<file path="src/rtl/wb_host_arb_pkg.sv">
// Shared definitions for the three-master Wishbone host arbiter:
// master count, grant index width, FSM state encoding and target-id decode.
package wb_host_arb_pkg;

  localparam int NM = 3;
  localparam int GW = (NM > 1) ? $clog2(NM) : 1;

  typedef enum logic [1:0] {
    IDLE = 2'd0,
    BUSY = 2'd1,
    REL  = 2'd2
  } arb_state_t;

  // The target slave is selected by the top nibble of the address.
  function automatic logic [3:0] tid_decode(input logic [31:0] adr);
    return 4'(adr >> 28);
  endfunction

endpackage

</file>
<file path="src/rtl/wb_rr_pick.sv">
// Combinational round-robin picker: the search starts one past the last
// granted master and wraps, so every requester is served within NM grants.
module wb_rr_pick
  import wb_host_arb_pkg::*;
(
  input  logic [NM-1:0] req,
  input  logic [GW-1:0] last_gnt,
  output logic [GW-1:0] gnt,
  output logic          valid
);

  // Scan from the farthest candidate to the nearest so the nearest requester
  // after last_gnt is the one left in gnt.
  always_comb begin
    int          idx;
    logic [GW-1:0] idx_s;
    idx   = 0;
    idx_s = '0;
    gnt   = '0;
    valid = |req;
    for (int k = NM; k >= 1; k--) begin
      idx   = (int'(last_gnt) + k) % NM;
      idx_s = GW'(idx);
      if (req[idx_s]) begin
        gnt = idx_s;
      end
    end
  end

endmodule

</file>
<file path="src/rtl/wb_host_arb.sv">
// Three-master Wishbone arbiter and address decoder feeding the stagging
// stage. One master owns the bus per transaction; the slave response is
// routed back combinationally, and a timeout stops a dead slave from
// holding the interconnect forever.
module wb_host_arb
  import wb_host_arb_pkg::*;
#(
  parameter int TO_CYC = 255
) (
  input  logic                  clk_i,
  input  logic                  rst_n,

  input  logic [NM-1:0][31:0]   m_wbd_dat_i,
  input  logic [NM-1:0][31:0]   m_wbd_adr_i,
  input  logic [NM-1:0][3:0]    m_wbd_sel_i,
  input  logic [NM-1:0]         m_wbd_we_i,
  input  logic [NM-1:0]         m_wbd_cyc_i,
  input  logic [NM-1:0]         m_wbd_stb_i,
  output logic [NM-1:0][31:0]   m_wbd_dat_o,
  output logic [NM-1:0]         m_wbd_ack_o,
  output logic [NM-1:0]         m_wbd_err_o,

  output logic [31:0]           s_wbd_dat_o,
  output logic [31:0]           s_wbd_adr_o,
  output logic [3:0]            s_wbd_sel_o,
  output logic                  s_wbd_we_o,
  output logic                  s_wbd_cyc_o,
  output logic                  s_wbd_stb_o,
  output logic [3:0]            s_wbd_tid_o,
  input  logic [31:0]           s_wbd_dat_i,
  input  logic                  s_wbd_ack_i,
  input  logic                  s_wbd_err_i
);

  localparam int CW = $clog2(TO_CYC + 1);

  arb_state_t    state;
  logic [GW-1:0] gnt;
  logic [GW-1:0] last_gnt;
  logic [CW-1:0] cnt;

  logic [NM-1:0] req;
  logic [GW-1:0] pick_gnt;
  logic          pick_valid;
  logic          busy;
  logic          g_cyc;
  logic          timeout;
  logic          finish;

  assign req     = m_wbd_cyc_i & m_wbd_stb_i;
  assign busy    = (state == BUSY);
  assign g_cyc   = m_wbd_cyc_i[gnt];
  assign timeout = busy && (cnt == CW'(TO_CYC));
  assign finish  = !g_cyc || s_wbd_ack_i || s_wbd_err_i || timeout;

  wb_rr_pick u_pick (
    .req      (req),
    .last_gnt (last_gnt),
    .gnt      (pick_gnt),
    .valid    (pick_valid)
  );

  // Arbitration FSM: grant in IDLE, hold the bus in BUSY until the slave
  // answers, times out or the master aborts, then insert one REL gap.
  always_ff @(posedge clk_i or negedge rst_n) begin
    if (!rst_n) begin
      state    <= IDLE;
      gnt      <= '0;
      last_gnt <= GW'(NM - 1);
      cnt      <= '0;
    end else begin
      case (state)
        IDLE: begin
          if (pick_valid) begin
            gnt   <= pick_gnt;
            cnt   <= '0;
            state <= BUSY;
          end
        end
        BUSY: begin
          if (finish) begin
            state    <= REL;
            last_gnt <= gnt;
          end else begin
            cnt <= cnt + 1'b1;
          end
        end
        REL: begin
          state <= IDLE;
        end
        default: begin
          state <= IDLE;
        end
      endcase
    end
  end

  // Forward the granted master's request only while the bus is owned.
  always_comb begin
    s_wbd_dat_o = '0;
    s_wbd_adr_o = '0;
    s_wbd_sel_o = '0;
    s_wbd_we_o  = 1'b0;
    s_wbd_cyc_o = 1'b0;
    s_wbd_stb_o = 1'b0;
    s_wbd_tid_o = '0;
    if (busy) begin
      s_wbd_dat_o = m_wbd_dat_i[gnt];
      s_wbd_adr_o = m_wbd_adr_i[gnt];
      s_wbd_sel_o = m_wbd_sel_i[gnt];
      s_wbd_we_o  = m_wbd_we_i[gnt];
      s_wbd_cyc_o = m_wbd_cyc_i[gnt];
      s_wbd_stb_o = m_wbd_stb_i[gnt];
      s_wbd_tid_o = tid_decode(m_wbd_adr_i[gnt]);
    end
  end

  // Route the slave response to the granted master; an aborted cycle gets
  // nothing, and a coincident ack suppresses the timeout error.
  always_comb begin
    m_wbd_dat_o = '0;
    m_wbd_ack_o = '0;
    m_wbd_err_o = '0;
    if (busy && g_cyc) begin
      m_wbd_ack_o[gnt] = s_wbd_ack_i;
      m_wbd_err_o[gnt] = s_wbd_err_i | (timeout & ~s_wbd_ack_i);
      if (s_wbd_ack_i) begin
        m_wbd_dat_o[gnt] = s_wbd_dat_i;
      end
    end
  end

endmodule

</file>
<file path="config.mk">
export PLATFORM = sky130hd
export DESIGN_NAME = wb_host_arb
export DESIGN_NICKNAME = d
export VERILOG_FILES = /design/src/rtl/wb_host_arb_pkg.sv /design/src/rtl/wb_rr_pick.sv /design/src/rtl/wb_host_arb.sv
export SDC_FILE = /design/constraint.sdc
export NUM_CORES = 1
export LEC_CHECK = 0
export BUFFER_PORTS_ARGS = -buffer_cell sky130_fd_sc_hd__buf_2
export CAP_MARGIN = 20
export CORE_AREA = 2 2 165 167
export DETAILED_ROUTE_END_ITERATION = 16
export DIE_AREA = 0 0 167 169
export PLACE_DENSITY = 0.46
export SLEW_MARGIN = 20
export SYNTH_ARGS = -nofsm -noshare
export SYNTH_HDL_FRONTEND = slang
export SYNTH_SLANG_ARGS = --single-unit
</file>
<file path="constraint.sdc">
create_clock -name clk_i -period 5.1 [get_ports clk_i]
set_input_delay 1.02 -clock clk_i [delete_from_list [all_inputs] [get_ports clk_i]]
set_output_delay 1.02 -clock clk_i [all_outputs]
set_load 0.03 [all_outputs]
</file>
==> results of run 1 <==
-- worst max-delay path, stage by stage --
cell and delay, ns:
buf_2 0.12, mux2i_1 0.11, o21ai_2 0.36, and4_1 0.91
and2_1 0.23, buf_2 0.19
-- stage by stage --
step	setup slack [ns]	hold WS [ns]	instances	total power [µW]	util
2_1_floorplan	1.80	0.499	535	1760	-
3_3_place_gp	1.18	0.537	1258	2350	0.219
3_5_place_dp	1.14	0.557	1258	2340	0.219
4_1_cts	1.14	0.559	1262	2520	0.222
5_1_grt	0.933	0.577	1263	2700	0.222
6_report	1.12	0.561	1264	2490	0.222
-- worst paths after layout --
check	from	end	slack (ns)	cells past startpoint
setup / recovery	m_wbd_cyc_i[0]	m_wbd_dat_o[36]	1.12	6
hold / removal	cnt[0]$_DFFE_PN0P_	cnt[0]$_DFFE_PN0P_	0.56	1
setup reg to reg	gnt[1]$_DFFE_PN0P_	cnt[6]$_DFFE_PN0P_	2.92	5
hold reg to reg	cnt[0]$_DFFE_PN0P_	cnt[0]$_DFFE_PN0P_	0.56	1
max in group asynchronous	rst_n	last_gnt[1]$_DFFE_PN1P_	4.13	1
min in group asynchronous	rst_n	cnt[0]$_DFFE_PN0P_	0.68	1
-- layout by cell type (no fill, tap or decap), types with 3 or more instances in the layout --
| cell | instances |
|---|---|
| a21oi_1 | 74 |
| and2_1 | 96 |
| buf_2 | 425 |
| buf_4 | 5 |
| clkbuf_16 | 3 |
| dfrtp_1 | 11 |
| ha_1 | 5 |
| inv_1 | 10 |
| mux2i_1 | 73 |
| nand2_1 | 8 |
| nand2b_1 | 3 |
| nand3_1 | 7 |
| nand3b_1 | 3 |
| nor2_1 | 146 |
| nor3_1 | 3 |
| nor4_1 | 3 |
| o211ai_1 | 4 |
| o21a_1 | 3 |
| o21ai_0 | 4 |
-- layer usage --
metal	vias to the layer above	share of wire	global-route usage
li1	2572	-	-
met1	2241	0.40	0.137
met2	295	0.51	0.209
met3	14	0.073	0.0192
met4	0	0.021	0.0296
met5	-	0	0
-- Yosys cell counts (2+ instances only) --
library cell and instances:
nor4_1 3, a2bb2oi_1 2, nor2_1 146, inv_1 10, nand3_1 7, nor3_1 3, and2_1 96, nand4_1 2
ha_1 5, buf_1 5, dfrtp_1 13, mux2i_1 73, clkbuf_1 20, buf_4 5, a311o_1 2, and4_1 2
nand3b_1 3, nand2_1 8, a21oi_1 74, a31oi_1 2, nor2b_1 3, buf_2 11, clkbuf_2 4, a41oi_1 2
mux2_2 2, buf_6 3, nand2b_1 4, o21a_1 3, o21ai_0 4, o211ai_1 4
-- final cells by class --
cell class | count | area [µm²]
diodes | 2 | 5.00
multi-input cells | 462 | 2810
repair buffers | 430 | 2160
fillers | 3021 | 20600
inverters | 11 | 41.3
well taps | 341 | 427
clock buffers | 4 | 88.8
flip-flops and latches | 14 | 357
-- cells by family (layout without fill, tap and decap cells) --
group,after synthesis,in the layout
and+or+nand+nor,282,282
AOI/OAI and AO/OA,100,100
muxes,75,75
buffers and inverters,59,445
DFF,14,14
adders and majority gates,5,5
other,0,2
-- report_power, final --
group | switching [µW] | leakage (µW) | internal (µW)
logic | 1360 | 0.00322 | 697
registers | 122 | 0.000181 | 149
clock network | 46.2 | 0.0000442 | 119
-- sequential cells by signal, summed over array words and instances (netlist names) --
signal,flops
gnt,2
last_gnt,2
state,2
cnt,8
==> flow_summary.ini, run 1 <==
[critical_path]
worstPathRequired_ns = 4.08
crit_path_end_kind = output pin
worstSetupPathType = in2out
critical_path.max_fanout = 33
cp-start-kind = input port
arrival_ns = 2.96

[timing]
hold_viol = 0
slew_viol_final = 0
setup_tns_ns = 0
worstMarginPinSlew_ns = 0.980
rsz0062_at_grt = no
setup_viol = 0
period_needed_ns = 3.98
clock_skew_ns = 0.00316
fmax_ghz = 0.251
fin_crit_sh = 0.780
max_slew_margin = 0.347

[logic_synthesis]
synth_top_family_by_area = simple AND/OR/NAND/NOR gates
synthCells = 535
synth.area.top_cells = mux2i_1, and2_1, nor2_1
synth-xor-area-share = 0
yosys_warnings = 0
ys_seq_elements = 14
synthMuxAreaShare = 0.220
synth_compound_area_frac = 0.169
synth-edff-count = 0
syn-num-nets = 789
synth_fa_ha_area_frac = 0.0182
synth_cell_types = 44
synth-simple-area-share = 0.408
avgSynthCellArea_um2 = 6.41
seq_area_frac_synth = 0.102
async_reset_ff_frac = 1.00
netlist_area_um2 = 3430
ys.flop_type = dfrtp_1
netlist.area_leader.share = 0.213
synth_top_area_cell = mux2i_1

[clock_tree]
cts-buffers-inserted = 3
postCtsSetupBuffers = 0
clkTransAtPathRegs_ns = 0.05
cts_max_level = 1
postCtsHoldBufs = 0
cts_max_path_buffers = 2
cts_resized = 0
clockRootBuffer = clkbuf_16
insertion_delay_ns = 0.24
tritoncts = done
clock-sinks = 14

[route]
finalWirelength_um = 17800
antenna_left = 0
dr_total_vias = 5122
drtPass1Iterations = 6
drtIter0Drc = 170
wl_per_cell_um = 14.1
viasPerCell = 4.05
post-route-drc-count = 0

[floorplanning]
initial_core_util = 0.129
fp.dieH_um = 169
die_w_um = 167
coreArea_um2 = 26500
die-area_um2 = 28200
rows = 60
io_pins = 426

[global_routing]
grt_pass1_wl_um = 25900
grt_pass1_vias = 4644
grtUsageTotal = 0.114
grt_max_degree = 77
antenna_found_initial = 2
overflow = 0

[placement]
placed_cell_area_um2 = 5800
port-buffer-count = 425
gp_congestion = 0.761
dpl.hpwl_um = 14500

[finish]
fin_area_um2 = 5890
final_nets = 1176
syn_to_final_growth_pct = 71.7
drive_gt1_frac = 0.486

[power_and_ir_drop]
ir_worst_vdd_mv = 0.285
power_density_nw_per_um2 = 423
leakagePower_uw = 0.00345

[status]
outcome = completed

[min_path]
hp-class = reg2reg

[job]
cap_violations = 0
(Power assumes the default switching activity.)
==> run 2: changes to the inputs <==
==> constraint.sdc (replaced) <==
create_clock -name clk_i -period 3.83 [get_ports clk_i]
set_input_delay 0.766 -clock clk_i [delete_from_list [all_inputs] [get_ports clk_i]]
set_output_delay 0.766 -clock clk_i [all_outputs]
set_load 0.03 [all_outputs]
==> flow_summary.ini, run 2 (synthesis results as in run 1) <==
[status]
outcome = completed

[placement]
place_ws_ns = 0.696
dpl.hpwl_um = 15100
placed_cell_area_um2 = 5850
port-buffer-count = 425
place_inst = 1263
gp_congestion = 0.785

[floorplanning]
fp.dieH_um = 169
coreArea_um2 = 26500
die_w_um = 167
initial_core_util = 0.129
io_pins = 426
rows = 60
die-area_um2 = 28200

[clock_tree]
cts-buffers-inserted = 3
cts_max_level = 1
clock-sinks = 14
postCtsSetupBuffers = 0
postCtsHoldBufs = 0
clkTransAtPathRegs_ns = 0.05
tritoncts = done
cts_max_path_buffers = 2
cts_resized = 0
clockRootBuffer = clkbuf_16
insertion_delay_ns = 0.24

[route]
viasPerCell = 4.08
drtIter0Drc = 230
drtPass1Iterations = 6
finalWirelength_um = 18200
dr_total_vias = 5178
antenna_left = 0
post-route-drc-count = 0
wl_per_cell_um = 14.4

[critical_path]
reg2reg_slack_ns = 1.85
worstPathRequired_ns = 3.06
critical_path.max_fanout = 27
rr_worst_depth = 6
crit_path_end_kind = output pin
arrival_ns = 2.32
r2r_start = cnt[0]$_DFFE_PN0P_
cp-start-kind = input port
worstSetupPathType = in2out
r2r_end = cnt[6]$_DFFE_PN0P_

[finish]
largest_register_ffs = 8
final_nets = 1181
fin_area_um2 = 5940
num-fill-cells = 3076
final_cell_mix = buf_2, nor2_1, and2_1
drive_gt1_frac = 0.489
syn_to_final_growth_pct = 73.1
final_util = 0.224
multi_input_area_um2 = 2810
layout_commonest_cell = buf_2
seqCellArea_um2 = 357
final_cells = 1268
top_register = cnt

[global_routing]
antenna_found_initial = 1
grt_pass1_wl_um = 27200
top_usage_layer = met2
grt_max_degree = 61
use_met1 = 0.143
grt_use_met3 = 0.0168
overflow = 0
grt_pass1_vias = 4981
met2_usage = 0.223
grtUsageTotal = 0.119

[timing]
clock_skew_ns = 0.00209
fmax_ghz = 0.324
worstMarginPinSlew_ns = 0.768
period_needed_ns = 3.09
slew_viol_final = 0
max_slew_margin = 0.488
setup_viol = 0
setup_tns_ns = 0
fin_crit_sh = 0.806
hold_viol = 0
setup_ws_ns = 0.743
rsz0062_at_grt = no

[job]
cap_violations = 0

[power_and_ir_drop]
ir_worst_vdd_mv = 0.344
leakagePower_uw = 0.00348
power_density_nw_per_um2 = 566

[min_path]
hp-class = in2async
run 2: cell type report:
| type | instances | area share |
|---|---|---|
| clock buffers | 4 | 0.0150 |
| repair buffers | 435 | 0.373 |
| flip-flops and latches | 14 | 0.0601 |
| multi-input cells | 462 | 0.473 |
| inverters | 11 | 0.00695 |
| well taps | 341 | 0.0718 |
| diodes | 1 | 0.000421 |
run 2: worst max-delay path, stage by stage:
cell and delay, ns:
buf_2 0.11, mux2i_1 0.09, o21ai_2 0.34, and4_1 0.38, buf_4 0.27, and2_1 0.16, buf_2 0.19
run 2: report_power, final:
part | total [µW] | internal, µW | switching, µW
logic | 2850 | 960 | 1890
registers | 294 | 200 | 94.3
clock network | 221 | 158 | 62.3
run 2: layer usage:
| layer | vias up | part of all wire |
|---|---|---|
| li1 | 2581 | - |
| met1 | 2298 | 0.40 |
| met2 | 285 | 0.52 |
| met3 | 14 | 0.073 |
| met4 | 0 | 0.016 |
| met5 | - | 0 |
run 2: how the worst max path moves through the flow:
stage | to | cells past startpoint | startpoint
after floorplan | m_wbd_err_o[1] | 4 | m_wbd_cyc_i[2]
after global placement | m_wbd_dat_o[3] | 7 | m_wbd_cyc_i[2]
after detailed placement | m_wbd_dat_o[22] | 7 | m_wbd_cyc_i[0]
after CTS | m_wbd_dat_o[22] | 6 | gnt[0]$_DFFE_PN0P_
after global routing | m_wbd_dat_o[26] | 6 | gnt[0]$_DFFE_PN0P_
final | m_wbd_dat_o[22] | 7 | m_wbd_cyc_i[0]
run 2: stage by stage:
stage	hold slack (ns)	total power, µW
global placement	0.530	3180
finish	0.425	3360
floorplan	0.470	2340
global route	0.447	3670
CTS	0.438	3420
detailed placement	0.526	3180
==> run 3: changes to the inputs <==
--- a/config.mk
+++ b/config.mk
@@ -5,11 +5,12 @@
 export SDC_FILE = /design/constraint.sdc
 export NUM_CORES = 1
 export LEC_CHECK = 0
+export ABC_AREA = 1
 export BUFFER_PORTS_ARGS = -buffer_cell sky130_fd_sc_hd__buf_2
 export CAP_MARGIN = 20
-export CORE_AREA = 2 2 165 167
+export CORE_AREA = 2 2 166 168
 export DETAILED_ROUTE_END_ITERATION = 16
-export DIE_AREA = 0 0 167 169
+export DIE_AREA = 0 0 168 170
 export PLACE_DENSITY = 0.46
 export SLEW_MARGIN = 20
 export SYNTH_ARGS = -nofsm -noshare
==> constraint.sdc (replaced) <==
create_clock -name clk_i -period 3 [get_ports clk_i]
set_input_delay 0.6 -clock clk_i [delete_from_list [all_inputs] [get_ports clk_i]]
set_output_delay 0.6 -clock clk_i [all_outputs]
set_load 0.03 [all_outputs]
==> flow_summary.ini, run 3 <==
[critical_path]
cp-start-kind = flop
arrival_ns = 2.09
crit_path_end_kind = output pin
worstSetupPathType = reg2out
rr_worst_depth = 8
critical_path.max_fanout = 33
worstPathRequired_ns = 2.40

[power_and_ir_drop]
leakagePower_uw = 0.00432
combPwrFrac = 0.867
p_int_uw = 1500
netSwitchingFraction = 0.648
power.total_uw = 4270
power_density_nw_per_um2 = 715
power.switching_uw = 2760
power.share.sequential = 0.073
ir_worst_vdd_mv = 0.461
clock_power_share = 0.061

[finish]
top_register = cnt
final_cell_mix = buf_2, nand2_1, inv_1
final_util = 0.224
num-fill-cells = 3139
multi_input_area_um2 = 2400
drive_gt1_frac = 0.394
layout_commonest_cell = buf_2
antenna_cells = 0
seqCellArea_um2 = 352
largest_register_ffs = 8
final_nets = 1401
syn_to_final_growth_pct = 71.4

[timing]
max_slew_margin = 0.712
rsz0062_at_grt = no
slew_viol_final = 0
clock_skew_ns = 0.00335
fmax_ghz = 0.371
hold_viol = 0
worstMarginPinSlew_ns = 0.431
fin_crit_sh = 0.897
setup_tns_ns = 0
setup_viol = 0
period_needed_ns = 2.69

[floorplanning]
io_pins = 426
fp.dieH_um = 170
die_w_um = 168
coreArea_um2 = 26700
initial_core_util = 0.131
rows = 60
die-area_um2 = 28600

[logic_synthesis]
synth_cell_types = 27
async_reset_ff_frac = 1.00
synth-edff-count = 0
synth_most_common_cell = nand2_1
netlist_area_um2 = 3480
ys.flop_type = dfrtp_1
syn-num-nets = 1008
synthTopCellsByCount = nand2_1, inv_1, nor2_1
synth_top_area_cell = nand2_1
synthCells = 754
netlist.area_leader.share = 0.360
synth.area.top_cells = nand2_1, inv_1, nand3_1
avgSynthCellArea_um2 = 4.62
yosys_warnings = 0
ys_seq_elements = 14
seq_area_frac_synth = 0.101

[route]
viasPerCell = 3.96
finalWirelength_um = 20500
antenna_left = 0
drtIter0Drc = 267
dr_total_vias = 5893
post-route-drc-count = 0
drtPass1Iterations = 5
wl_per_cell_um = 13.8

[clock_tree]
clockRootBuffer = clkbuf_16
postCtsSetupBuffers = 0
cts-buffers-inserted = 3
tritoncts = done
clkTransAtPathRegs_ns = 0.05
clock-sinks = 14
cts_resized = 0
insertion_delay_ns = 0.24
cts_max_level = 1
postCtsHoldBufs = 0
cts_max_path_buffers = 2

[job]
cap_violations = 0

[placement]
dpl.hpwl_um = 17300
port-buffer-count = 425
gp_congestion = 0.827

[global_routing]
grt_pass1_vias = 5698
antenna_found_initial = 0
grtUsageTotal = 0.132
grt_max_degree = 77
overflow = 0
grt_pass1_wl_um = 30100

[min_path]
hp-class = in2async

[status]
outcome = completed
[run 3: final cells by class]
type	instances	share of cell area
tap	341	0.0715
inverter	127	0.0801
timing repair buffer	432	0.374
multi-input combinational	569	0.403
sequential	14	0.0589
clock buffer	4	0.0132
[run 3: metrics by stage]
step / hold WS (ns) / area [µm²] / std cells / setup WS, ns
finish: 0.267 / 5970 / 1487 / 0.308
global route: 0.294 / 5970 / 1487 / 0.131
CTS: 0.278 / 5970 / 1487 / 0.312
detailed placement: 0.499 / 5890 / 1483 / 0.518
global placement: 0.492 / 5890 / 1483 / 0.533
floorplan: 0.304 / 3480 / 754 / 0.546
[run 3: routing by layer]
metal	vias to the layer above	part of all wire	global-route usage
li1	2996	-	-
met1	2544	0.41	0.156
met2	327	0.49	0.245
met3	26	0.070	0.0214
met4	0	0.030	0.0405
met5	-	0	0
[run 3: worst paths after layout]
path | startpoint | to | slack [ns]
min in group clk_i | last_gnt[1]$_DFFE_PN1P_ | last_gnt[1]$_DFFE_PN1P_ | 0.50
max reg2reg | cnt[0]$_DFFE_PN0P_ | cnt[7]$_DFFE_PN0P_ | 1.26
min reg2reg | last_gnt[1]$_DFFE_PN1P_ | last_gnt[1]$_DFFE_PN1P_ | 0.50
min | rst_n | cnt[0]$_DFFE_PN0P_ | 0.27
max in group asynchronous | rst_n | last_gnt[1]$_DFFE_PN1P_ | 2.42
max | gnt[0]$_DFFE_PN0P_ | m_wbd_dat_o[33] | 0.31
[run 3: cells by family after synthesis]
logic type / count (synthesis) / synth area share
buffers and inverters: 171 / 0.211
and+or+nand+nor: 550 / 0.647
DFF: 14 / 0.101
adders and majority gates: 5 / 0.0180
AOI/OAI and AO/OA: 14 / 0.0226
[run 3: power by group through the flow]
stage | logic (µW) | registers, µW | clock network, µW
after floorplan | 2570 | 283 | 0
after global placement | 3780 | 312 | 0
after detailed placement | 3760 | 314 | 0
after CTS | 3780 | 311 | 263
after global routing | 4110 | 318 | 274
final | 3700 | 310 | 259
[run 3: worst max-delay path, stage by stage, from the launching register on]
cell and delay (ns):
dfrtp_1 0.48, nor2_4 0.21, nand2_1 0.09, nand3_2 0.10, nand2_1 0.08, clkinv_2 0.14, nand3_4 0.31, nor2_1 0.21
buf_2 0.22
